$ cat src/rtl/arb_event_sequencer.sv
`default_nettype none
// ============================================================================
//  Module   : arb_event_sequencer
//  Brief    : Frame controller for one arbiter level. Enables the arbiter,
//             captures each granted (x,y) with a timestamp into a show-ahead
//             event FIFO, paces group-enable against FIFO space and detects
//             end of frame (group release or idle timeout).
//  Revision : 1.0  initial release
// ============================================================================
module arb_event_sequencer #(
  parameter int Lvl_ADD      = 1,
  parameter int TS_WIDTH     = 16,
  parameter int FIFO_DEPTH   = 4,
  parameter int IDLE_TIMEOUT = 8
) (
  input  logic                          clk_i,
  input  logic                          reset_i,
  input  logic                          start_i,
  input  logic                          abort_i,
  input  logic                          arb_req_i,
  input  logic                          arb_active_i,
  input  logic [Lvl_ADD-1:0]            arb_x_add_i,
  input  logic [Lvl_ADD-1:0]            arb_y_add_i,
  input  logic                          arb_grp_release_i,
  output logic                          arb_enable_o,
  output logic                          grp_enable_o,
  output logic                          evt_valid_o,
  input  logic                          evt_ready_i,
  output logic [2*Lvl_ADD+TS_WIDTH-1:0] evt_data_o,
  output logic                          busy_o,
  output logic                          frame_done_o,
  output logic [15:0]                   evt_count_o,
  output logic                          stall_o
);

  localparam int DATA_W = 2*Lvl_ADD + TS_WIDTH;
  localparam int PTR_W  = $clog2(FIFO_DEPTH);
  localparam int CNT_W  = PTR_W + 1;
  localparam int IDLE_W = $clog2(IDLE_TIMEOUT + 1);

  typedef enum logic [2:0] {
    S_IDLE    = 3'd0,
    S_ARB     = 3'd1,
    S_ADVANCE = 3'd2,
    S_SETTLE  = 3'd3,
    S_DONE    = 3'd4
  } state_e;

  state_e              state_q, state_d;
  logic [TS_WIDTH-1:0] ts_q, ts_d;
  logic [IDLE_W-1:0]   idle_q, idle_d;
  logic [15:0]         evt_count_q, evt_count_d;
  logic                arb_enable_q, arb_enable_d;
  logic                grp_enable_q, grp_enable_d;
  logic                busy_q, busy_d;
  logic                frame_done_q, frame_done_d;
  logic                stall_q, stall_d;

  logic [DATA_W-1:0]   mem_q [FIFO_DEPTH];
  logic [DATA_W-1:0]   mem_d [FIFO_DEPTH];
  logic [PTR_W-1:0]    wr_ptr_q, wr_ptr_d;
  logic [PTR_W-1:0]    rd_ptr_q, rd_ptr_d;
  logic [CNT_W-1:0]    fifo_cnt_q, fifo_cnt_d;

  logic                fifo_full;
  logic                fifo_empty;
  logic                fifo_push;
  logic                fifo_pop;
  logic [DATA_W-1:0]   push_data;

  assign fifo_full  = (fifo_cnt_q == CNT_W'(FIFO_DEPTH));
  assign fifo_empty = (fifo_cnt_q == '0);
  assign fifo_pop   = !fifo_empty && evt_ready_i;
  assign push_data  = {arb_x_add_i, arb_y_add_i, ts_q};

  // Free-running timestamp, wraps naturally from all-ones to zero.
  always_comb begin
    ts_d = ts_q + 1'b1;
  end

  // Frame sequencing: next state, capture decision and registered-output values.
  always_comb begin
    state_d     = state_q;
    idle_d      = idle_q;
    evt_count_d = evt_count_q;
    fifo_push   = 1'b0;
    stall_d     = 1'b0;

    case (state_q)
      S_IDLE: begin
        if (start_i) begin
          state_d     = S_ARB;
          evt_count_d = '0;
          idle_d      = '0;
        end
      end
      S_ARB: begin
        if (arb_req_i || arb_active_i) begin
          idle_d = '0;
        end else if (idle_q != IDLE_W'(IDLE_TIMEOUT)) begin
          idle_d = idle_q + 1'b1;
        end

        if (arb_grp_release_i) begin
          state_d = S_DONE;
        end else if (arb_active_i && !fifo_full) begin
          fifo_push = 1'b1;
          if (evt_count_q != 16'hFFFF) begin
            evt_count_d = evt_count_q + 16'd1;
          end
          state_d = S_ADVANCE;
        end else if (arb_active_i) begin
          // Still blocked next cycle unless a pop frees a slot this cycle.
          stall_d = !fifo_pop;
        end else if (idle_q == IDLE_W'(IDLE_TIMEOUT)) begin
          state_d = S_DONE;
        end
      end
      S_ADVANCE: state_d = S_SETTLE;
      S_SETTLE:  state_d = S_ARB;
      S_DONE:    state_d = S_IDLE;
      default:   state_d = S_IDLE;
    endcase

    // Abort wins over everything; the frame is dropped without a done pulse.
    if (abort_i && (state_q != S_IDLE)) begin
      state_d     = S_IDLE;
      fifo_push   = 1'b0;
      stall_d     = 1'b0;
      evt_count_d = evt_count_q;
    end

    arb_enable_d = (state_d == S_ARB) || (state_d == S_ADVANCE) || (state_d == S_SETTLE);
    grp_enable_d = (state_d == S_ADVANCE);
    frame_done_d = (state_d == S_DONE);
    busy_d       = (state_d != S_IDLE);
  end

  // Event FIFO bookkeeping: write at tail, read at head, occupancy count.
  always_comb begin
    mem_d      = mem_q;
    wr_ptr_d   = wr_ptr_q;
    rd_ptr_d   = rd_ptr_q;
    fifo_cnt_d = fifo_cnt_q;
    if (fifo_push) begin
      mem_d[wr_ptr_q] = push_data;
      wr_ptr_d        = wr_ptr_q + 1'b1;
    end
    if (fifo_pop) begin
      rd_ptr_d = rd_ptr_q + 1'b1;
    end
    case ({fifo_push, fifo_pop})
      2'b10:   fifo_cnt_d = fifo_cnt_q + 1'b1;
      2'b01:   fifo_cnt_d = fifo_cnt_q - 1'b1;
      default: fifo_cnt_d = fifo_cnt_q;
    endcase
  end

  // State, outputs, timestamp and FIFO storage registers.
  always_ff @(posedge clk_i) begin
    if (reset_i) begin
      state_q      <= S_IDLE;
      ts_q         <= '0;
      idle_q       <= '0;
      evt_count_q  <= '0;
      arb_enable_q <= 1'b0;
      grp_enable_q <= 1'b0;
      busy_q       <= 1'b0;
      frame_done_q <= 1'b0;
      stall_q      <= 1'b0;
      mem_q        <= '{default: '0};
      wr_ptr_q     <= '0;
      rd_ptr_q     <= '0;
      fifo_cnt_q   <= '0;
    end else begin
      state_q      <= state_d;
      ts_q         <= ts_d;
      idle_q       <= idle_d;
      evt_count_q  <= evt_count_d;
      arb_enable_q <= arb_enable_d;
      grp_enable_q <= grp_enable_d;
      busy_q       <= busy_d;
      frame_done_q <= frame_done_d;
      stall_q      <= stall_d;
      mem_q        <= mem_d;
      wr_ptr_q     <= wr_ptr_d;
      rd_ptr_q     <= rd_ptr_d;
      fifo_cnt_q   <= fifo_cnt_d;
    end
  end

  assign arb_enable_o = arb_enable_q;
  assign grp_enable_o = grp_enable_q;
  assign busy_o       = busy_q;
  assign frame_done_o = frame_done_q;
  assign stall_o      = stall_q;
  assign evt_count_o  = evt_count_q;
  assign evt_valid_o  = !fifo_empty;
  assign evt_data_o   = fifo_empty ? '0 : mem_q[rd_ptr_q];

endmodule
`default_nettype wire

$ cat config.mk
export PLATFORM = sky130hd
export DESIGN_NAME = arb_event_sequencer
export DESIGN_NICKNAME = d
export VERILOG_FILES = /design/src/rtl/arb_event_sequencer.sv
export SDC_FILE = /design/constraint.sdc
export NUM_CORES = 1
export LEC_CHECK = 0
export ABC_AREA = 1
export CAP_MARGIN = 20
export CORE_MARGIN = 1
export CORE_UTILIZATION = 40
export DETAILED_ROUTE_END_ITERATION = 10
export SLEW_MARGIN = 20
export SYNTH_ARGS = -nofsm -noshare
export SYNTH_HDL_FRONTEND = slang
export SYNTH_SLANG_ARGS = --single-unit
$ cat constraint.sdc
create_clock -name clk_i -period 2.9 [get_ports clk_i]
set_input_delay 0.58 -clock clk_i [delete_from_list [all_inputs] [get_ports clk_i]]
set_output_delay 0.58 -clock clk_i [all_outputs]
set_load 0.005 [all_outputs]
# After elaboration in Yosys (flattened, before gate mapping)
# Index checks and enable logic that the tools add are counted.
classes:
  reduce_logical: 19
  order_cmp: 3
  n_eq_ne: 18
  n_bitwise: 5
  add_sub_neg: 7
  mux: 28
ops:
  columns: ["op", "n"]
  rows:
  - ["$bwmux W72", 1]
  - ["$mux W18", 4]
  - ["$mux W16", 4]
  - ["$bmux W18 S2", 1]
  - ["$demux W18 S2", 1]
  - ["$add A16 B1 Y16 const B", 2]
  - ["$pmux W16 S2", 1]
  - ["$mux W3", 6]
  - ["$ne A16 B16 Y1 const B", 1]
  - ["$eq A3 B2 Y1 const B", 4]
  - ["$mux W4", 3]
  - ["$pmux W3 S4", 1]
  - ["$ne A2 B2 Y1 const B", 4]
  - ["$pmux W4 S2", 1]
  - ["$eq A3 B1 Y1 const B", 2]
  - ["$eq A3 B3 Y1 const B", 2]
  - ["$ge A3 B3 Y1 const B", 2]
  - ["$logic_not A3 Y1", 2]
  - ["$not A2 Y3", 2]
  - ["$pmux W3 S2", 1]
  - ["$reduce_and A6 Y1", 1]
  - ["$reduce_bool A3 Y1", 2]
  - ["$reduce_or A6 Y1", 1]
  - ["$add A2 B1 Y2 const B", 2]
  - ["other kinds (16)", 29]
totals:
  inputBits: 10
  reg_bits: 123
  output_inout_bits: 40
  elab_cells: 96

# Depth between registers and ports, before layout
# Gate-level depths: netlist of the first run.
logic_depth:
  depth_word: 10
  depth_mapped: 12
  mapped_depth_nobuf: 12

# Worst setup path before layout of the first run
# No wires, ideal clock.
synth_timing:
  path_type: "in2reg"
  startpoint: "input port arb_active_i"
  endpoint: "register fifo_cnt_q[2]"
  t_arrival_ps: 1770
  slack_ps: 1007
  path_buffers: 0
  path_stages: 10
  cell_sequence: "nand2_4 > nor2_8 > nand2_8 > ha_1 > inv_1 > fa_1 > a21oi_1 > o21ai_0 > o21ai_0 > a21oi_1"
synth_between:
  elab_chain_cells: 7
  elab_cells_between_ends: 9
synth_rtl:
  columns: ["item", "line_no", "text"]
  rows:
  - ["start, declared", "21", "input logic arb_active_i,"]
  - ["$logic_and A1 B1 Y1 (*)", "106", "end else if (arb_active_i && !fifo_full) begin"]
  - ["$mux W1 (*)", "106", null]
  - ["$mux W1 (*)", "104", "if (arb_grp_release_i) begin"]
  - ["$mux W1 (*)", "89", "case (state_q)"]
  - ["$mux W1 (*)", "126", "if (abort_i && (state_q != S_IDLE)) begin"]
  - ["$eq A2 B1 Y1 / $eq A2 B2 Y1 (equally long branches)", "152", "case ({fifo_push, fifo_pop})"]
  - ["$pmux W3 S2 / $reduce_bool A2 Y1 (equally long branches)", null, null]
  - ["end signal, assigned", "188", "fifo_cnt_q <= fifo_cnt_d;"]
  - ["end, declared", "63", "logic [CNT_W-1:0] fifo_cnt_q, fifo_cnt_d;"]
# Mark *: on every way between the ends. The rest lies on a longest branch, timed or not.
# A chain may end at the register's enable or synchronous reset.

# Worst setup path in the final report of the first run
layout_timing:
  startpoint: "register rd_ptr_q[0]"
  endpoint: "output port evt_data_o[0]"
layout_between:
  elab_chain_cells: 5
layout_rtl:
  columns: ["item", "line_no", "text"]
  rows:
  - ["start, declared", "62", "logic [PTR_W-1:0] rd_ptr_q, rd_ptr_d;"]
  - ["start signal, assigned", "187", "rd_ptr_q <= rd_ptr_d;"]
  - ["$not A2 Y3 (implied by the code)", "199", "assign evt_data_o = fifo_empty ? '0 : mem_q[rd_ptr_q];"]
  - ["$bmux W18 S2", "199", null]
  - ["$mux W18 (implied by the code) (2 in a row)", "199", null]
  - ["$mux W18", "199", null]
  - ["end, declared", "29", "output logic [2*Lvl_ADD+TS_WIDTH-1:0] evt_data_o,"]
# No other way between the ends. The select of a mux whose other input is x is not followed.

==> impl_metrics.json, run 1 <==
{
  "numCtsBuffers": 17,
  "synth_area_sq_mm": 0.00600,
  "core_sq_mm": 0.0146,
  "synth_ff_type": "dfxtp_1",
  "finalCritPeriodShare": 0.915,
  "syn_nets": 846,
  "clock_skew_ns": 0.00594,
  "vias": 5257,
  "dieArea_sq_mm": 0.0155,
  "critPathLaunchType": "register",
  "die_x_um": 124,
  "crit_family": "buffers and inverters",
  "dieHeight_um": 124,
  "p_per_area_mw_per_mm2": 546,
  "vias_per_cell": 4.98,
  "final_cells": 1056,
  "ir_worst_vdd_uv": 350,
  "dr.first_iter.drc_count": 299,
  "dpl.cell_count": 1028,
  "clk_path_buf_depth": 2,
  "synth-seq-cells": 123,
  "clockRootBuffer": "clkbuf_16",
  "port_buffers": 49,
  "layout-drive-gt1-share": 0.0883,
  "firstDrtPassIters": 5,
  "min_path_cells": 1,
  "ant_nets": 0,
  "cts.sinks": 123,
  "io_pins": 50,
  "async_flop_share": 0,
  "final_nets": 883,
  "diodes": 0,
  "cp_num_buf_inv": 2,
  "period_minus_slack_ns": 2.65,
  "crit_arrival_ns": 2.07,
  "cts_tree": "built",
  "slowest_delay_ns": 0.53,
  "h-tree-depth": 4,
  "rows": 44,
  "initial_core_util": 0.411,
  "fmax_ghz": 0.377,
  "drv_slew": 0,
  "syn_inst": 826,
  "antenna_found_initial": 0,
  "rsz0062_at_grt": "no",
  "mostFrequentLayoutCell": "nor2_1",
  "wl_per_cell_um": 13.3,
  "yosysUniqueCellTypes": 39,
  "cp-end-kind": "output pin",
  "grt_max_degree": 60,
  "status": "finished, final reports clean",
  "wirelength_um": 14100,
  "cp.depth": 6,
  "synth_warnings": 0,
  "crit_type": "register to output pin",
  "drc": 0,
  "synth-edff-count": 0,
  "cpMaxStageDelayCell": "clkdlybuf4s50_1",
  "clkTransAtPathRegs_ns": 0.05,
  "clock_latency_ns": 0.41,
  "dp_slack_ns": 0.297,
  "drv_cap": 0,
  "setup_ws_ns": 0.245,
  "final_cell_area_sq_mm": 0.00703,
  "place_congestion": 0.819,
  "rrSetupSlack_ns": 0.84,
  "syn_to_final_growth_pct": 17.2,
  "p_leak_nw": 2.52,
  "fin_setup_tns_ns": 0,
  "hp-class": "register to register",
  "grt_pass1_vias": 4799,
  "dpl_cell_area_sq_mm": 0.00653,
  "ys_seq_area_frac": 0.411,
  "finalSetupViolations": 0,
  "crit_required_ns": 2.32,
  "grt_pass1_wl_um": 24000,
  "gr-total-overflow": 0,
  "hold_viol": 0,
  "layout_common_cells": "nor2_1, dfxtp_1, nand2_1",
  "grt.total_usage": 0.192,
  "tightest_slew_ns": 0.519,
  "maxSlewHeadroom": 0.654,
  "timing.critical_path.mode_cell": "nor2_1",
  "postCtsSetupRepairBufs": 0,
  "path_cells": "buf_4 > nor2_1 > nor2_1 > o21ai_0 > a21oi_1 > clkdlybuf4s50_1",
  "cp_max_fo": 16,
  "reg2reg_depth": 9,
  "dpl.hpwl_um": 9090,
  "syn_area_per_cell_sq_um": 7.26
}
[metal layers]
| metal | part of all wire | wire, um | GRT usage | vias up |
|---|---|---|---|---|
| li1 | - | - | - | 2786 |
| met1 | 0.49 | 6950 | 0.259 | 2351 |
| met2 | 0.46 | 6460 | 0.301 | 107 |
| met3 | 0.037 | 515 | 0.0378 | 13 |
| met4 | 0.011 | 154 | 0.0702 | 0 |
| met5 | 0 | 0 | 0 | - |
[flip-flops by register name (all words and copies together) (netlist names)]
name          count
grp_enable_o      1
wr_ptr_q          2
busy_o            1
idle_q            4
fifo_cnt_q        3
state_q           3
frame_done_o      1
stall_o           1
rd_ptr_q          2
arb_enable_o      1
ts_q             16
evt_count_o      16
mem_q            72
[per-stage QoR]
stage                     hold slack, ns  total power, W   util
after floorplan                    0.422         0.00197      -
after global placement             0.434         0.00207  0.448
after detailed placement           0.440         0.00207  0.448
after CTS                          0.446         0.00387  0.481
after global routing               0.462         0.00399  0.482
final                              0.443         0.00384  0.482
[kinds of logic (layout without fill, tap and decap cells)]
kind of cell	Yosys count	after routing	share of synthesized area
AOI/OAI and AO/OA	226	226	0.202
and+or+nand+nor	353	353	0.267
adders and majority gates	10	10	0.0221
xor gates and xnor gates	4	4	0.00584
DFF	123	123	0.411
buffers and inverters	110	156	0.0922
[power by group]
| group | switching (W) | leakage, nW | internal, W | total, W |
|---|---|---|---|---|
| sequential | 0.0000281 | 0.993 | 0.00172 | 0.00175 |
| clock | 0.000700 | 0.245 | 0.00111 | 0.00181 |
| combinational | 0.000184 | 1.28 | 0.000101 | 0.000285 |
| total | 0.000912 | 2.52 | 0.00293 | 0.00384 |
[worst paths after layout]
path                     end           start
max            evt_data_o[0]     rd_ptr_q[0]
min                  ts_q[5]         ts_q[5]
max reg2reg  evt_count_o[12]  evt_count_o[0]
min reg2reg          ts_q[5]         ts_q[5]
[timing repair]
item                                    in CTS  in global routing
endpoints found under the hold margin        0                  0
hold buffers                                 0                  0
resized for setup                            0                  1
endpoints found under the setup margin       0                  7
[synth_stat cells, types with 4 or more instances]
master | number | area share
a21oi_1 | 74 | 0.062
a21oi_2 | 18 | 0.026
buf_1 | 5 | 0.0031
buf_6 | 11 | 0.021
clkbuf_1 | 19 | 0.012
dfxtp_1 | 123 | 0.41
ha_1 | 9 | 0.019
inv_1 | 63 | 0.039
inv_4 | 4 | 0.0042
nand2_1 | 94 | 0.059
nand2_4 | 4 | 0.0075
nand2_8 | 5 | 0.017
nand3_1 | 32 | 0.027
nand4_1 | 9 | 0.0094
nor2_1 | 183 | 0.11
nor3_1 | 11 | 0.0092
o21ai_0 | 84 | 0.070
o21ai_1 | 44 | 0.037
[layout make-up]
class	instances	area (sq um)
clock inverter	4	20.0
sequential	123	2460
inverter	69	282
clock buffer	24	472
timing repair buffer	59	578
multi-input combinational	593	2980
fill	1501	7560
tap	184	230
Note: power is estimated with default switching activity, not from simulation.
==> run 2, diff against run 1 <==
--- a/config.mk
+++ b/config.mk
@@ -10,6 +10,7 @@
 export CORE_MARGIN = 1
 export CORE_UTILIZATION = 40
 export DETAILED_ROUTE_END_ITERATION = 10
+export HOLD_SLACK_MARGIN = 0.08
 export SLEW_MARGIN = 20
 export SYNTH_ARGS = -nofsm -noshare
 export SYNTH_HDL_FRONTEND = slang
==> results of run 2 <==
The final DEF is identical to that of run 1; final timing and power are the same.
==> run 3, diff against run 2 <==
--- a/config.mk
+++ b/config.mk
@@ -7,8 +7,10 @@
 export LEC_CHECK = 0
 export ABC_AREA = 1
 export CAP_MARGIN = 20
+export CORE_ASPECT_RATIO = 1.4
 export CORE_MARGIN = 1
 export CORE_UTILIZATION = 40
+export CTS_BUF_LIST = sky130_fd_sc_hd__clkbuf_4 sky130_fd_sc_hd__clkbuf_8 sky130_fd_sc_hd__clkbuf_16
 export DETAILED_ROUTE_END_ITERATION = 10
 export HOLD_SLACK_MARGIN = 0.08
 export SLEW_MARGIN = 20
==> run 3 against run 2 <==
Net effect:
- total power grew 12%
- cell area grew 2.3%
- count of clock-buffer cells in the layout shrank 7
- worst setup slack lost 0.14 ns
- sequential cell count is the same
- sequential share of layout area shrank 0.81 points
- critical endpoint is now evt_data_o[16]
- highest routed layer unchanged
==> impl_metrics.json, run 3 (synthesis gave the netlist of run 1 again) <==
{
  "postCtsSetupRepairBufs": 0,
  "hold_start": "ts_q[5]",
  "cts_resized": 0,
  "min_path_cells": 1,
  "maxSlewHeadroom": 0.677,
  "critPathLaunchType": "register",
  "fin_setup_tns_ns": 0,
  "largest_reg_flops": 72,
  "cp-end-kind": "output pin",
  "drv_cap": 0,
  "io_pins": 50,
  "top_register": "mem_q",
  "dieArea_sq_mm": 0.0155,
  "vias": 5267,
  "wl_per_cell_um": 14.1,
  "clock_skew_ns": 0.00812,
  "ant_nets": 0,
  "grt_pass1_wl_um": 24600,
  "crit_required_ns": 2.32,
  "port_buffers": 49,
  "p_seq_frac": 0.404,
  "hp-class": "register to register",
  "dpl.hpwl_um": 9800,
  "gr-total-overflow": 0,
  "rsz0062_at_grt": "no",
  "grt_pass1_vias": 4887,
  "h-tree-depth": 4,
  "final_cell_area_sq_mm": 0.00719,
  "firstDrtPassIters": 4,
  "power_frac_comb": 0.067,
  "rows": 52,
  "crit_arrival_ns": 2.21,
  "reg2reg_from": "state_q[2]",
  "grt_max_degree": 38,
  "reg2reg_depth": 11,
  "clockRootBuffer": "clkbuf_16",
  "cp_max_fo": 12,
  "mostFrequentLayoutCell": "nor2_1",
  "tightest_slew_ns": 0.479,
  "dieHeight_um": 147,
  "dpl_cell_area_sq_mm": 0.00655,
  "finalCritPeriodShare": 0.963,
  "dr.first_iter.drc_count": 257,
  "antenna_found_initial": 0,
  "crit_type": "register to output pin",
  "initial_core_util": 0.411,
  "hold_viol": 0,
  "drv_slew": 0,
  "final_nets": 884,
  "holdPathEnd": "ts_q[5]",
  "p_leak_nw": 2.58,
  "clock_latency_ns": 0.41,
  "hold_buffers": 0,
  "clkTransAtPathRegs_ns": 0.06,
  "cts.sinks": 123,
  "numCtsBuffers": 17,
  "drc": 0,
  "core_sq_mm": 0.0146,
  "place_congestion": 0.795,
  "ir_worst_vdd_uv": 326,
  "period_minus_slack_ns": 2.79,
  "p_int_w": 0.00327,
  "p_clk_frac": 0.529,
  "p_per_area_mw_per_mm2": 600,
  "switching_share": 0.241,
  "status": "finished, final reports clean",
  "die_x_um": 105,
  "layout-drive-gt1-share": 0.0992,
  "finalSetupViolations": 0,
  "p_sw_w": 0.00104,
  "timing.rr.end": "fifo_cnt_q[2]",
  "syn_to_final_growth_pct": 19.9,
  "fmax_ghz": 0.358,
  "wirelength_um": 15000,
  "layout_common_cells": "nor2_1, dfxtp_1, nand2_1",
  "rrSetupSlack_ns": 0.82,
  "cts_tree": "built",
  "diodes": 0,
  "grt.total_usage": 0.204,
  "vias_per_cell": 4.94,
  "clk_path_buf_depth": 2
}
## run 3: changes by cell type in the layout (fill, tap and decap cells not counted), moves of 3 or more
cell / before / now
bufinv_16: 0 / 4
clkbuf_1: 5 / 0
clkinv_2: 4 / 0
clkinv_4: 0 / 3
clkinvlp_4: 0 / 4
inv_6: 0 / 5
## run 3: final cells by class
cell class                      count  area (sq um)
Multi-Input combinational cell    593          2980
Inverter                           69           285
Sequential cell                   123          2460
Timing Repair Buffer               60           586
Clock buffer                       17           425
Tap cell                          189           236
Fill cell                        1496          7390
Clock inverter                     15           213
## run 3: how the worst max path moves through the flow
stage                                  from        endpoint
after global placement    arb_grp_release_i   fifo_cnt_q[2]
after floorplan                arb_active_i   fifo_cnt_q[2]
after CTS                     fifo_cnt_q[1]  evt_data_o[16]
after global routing          fifo_cnt_q[2]  evt_data_o[16]
final                         fifo_cnt_q[1]  evt_data_o[16]
after detailed placement  arb_grp_release_i   fifo_cnt_q[2]
## run 3: stage by stage
stage	std cells	utilization	worst slack [ns]	power, W	hold WS [ns]
2_1_floorplan	826	-	1.01	0.00197	0.422
3_3_place_gp	1034	0.449	0.322	0.00207	0.434
3_5_place_dp	1034	0.449	0.301	0.00207	0.447
4_1_cts	1066	0.493	0.0511	0.00435	0.454
5_1_grt	1066	0.493	0.0151	0.00447	0.484
6_report	1066	0.493	0.108	0.00431	0.453
## run 3: critical path: stages, from the launching register on
cell	delay, ns
dfxtp_1	0.37
nor2_2	0.06
nand2_1	0.15
clkinvlp_4	0.24
buf_4	0.26
a21oi_1	0.18
clkdlybuf4s50_1	0.54
## run 3: layer usage
metal  global-route usage  vias to the layer above  share of wire
li1                     -                     2792              -
met1                0.241                     2384           0.46
met2                0.361                       84           0.50
met3               0.0461                        7          0.031
met4               0.0676                        0         0.0075
met5                    0                        -              0
## run 3: power by group through the flow
stage               combinational [W]  sequential, W  clock (W)
finish                       0.000290        0.00174    0.00228
detailed placement           0.000289        0.00178          0
CTS                          0.000291        0.00174    0.00232
global placement             0.000289        0.00178          0
floorplan                    0.000200        0.00177          0
global route                 0.000326        0.00175    0.00240
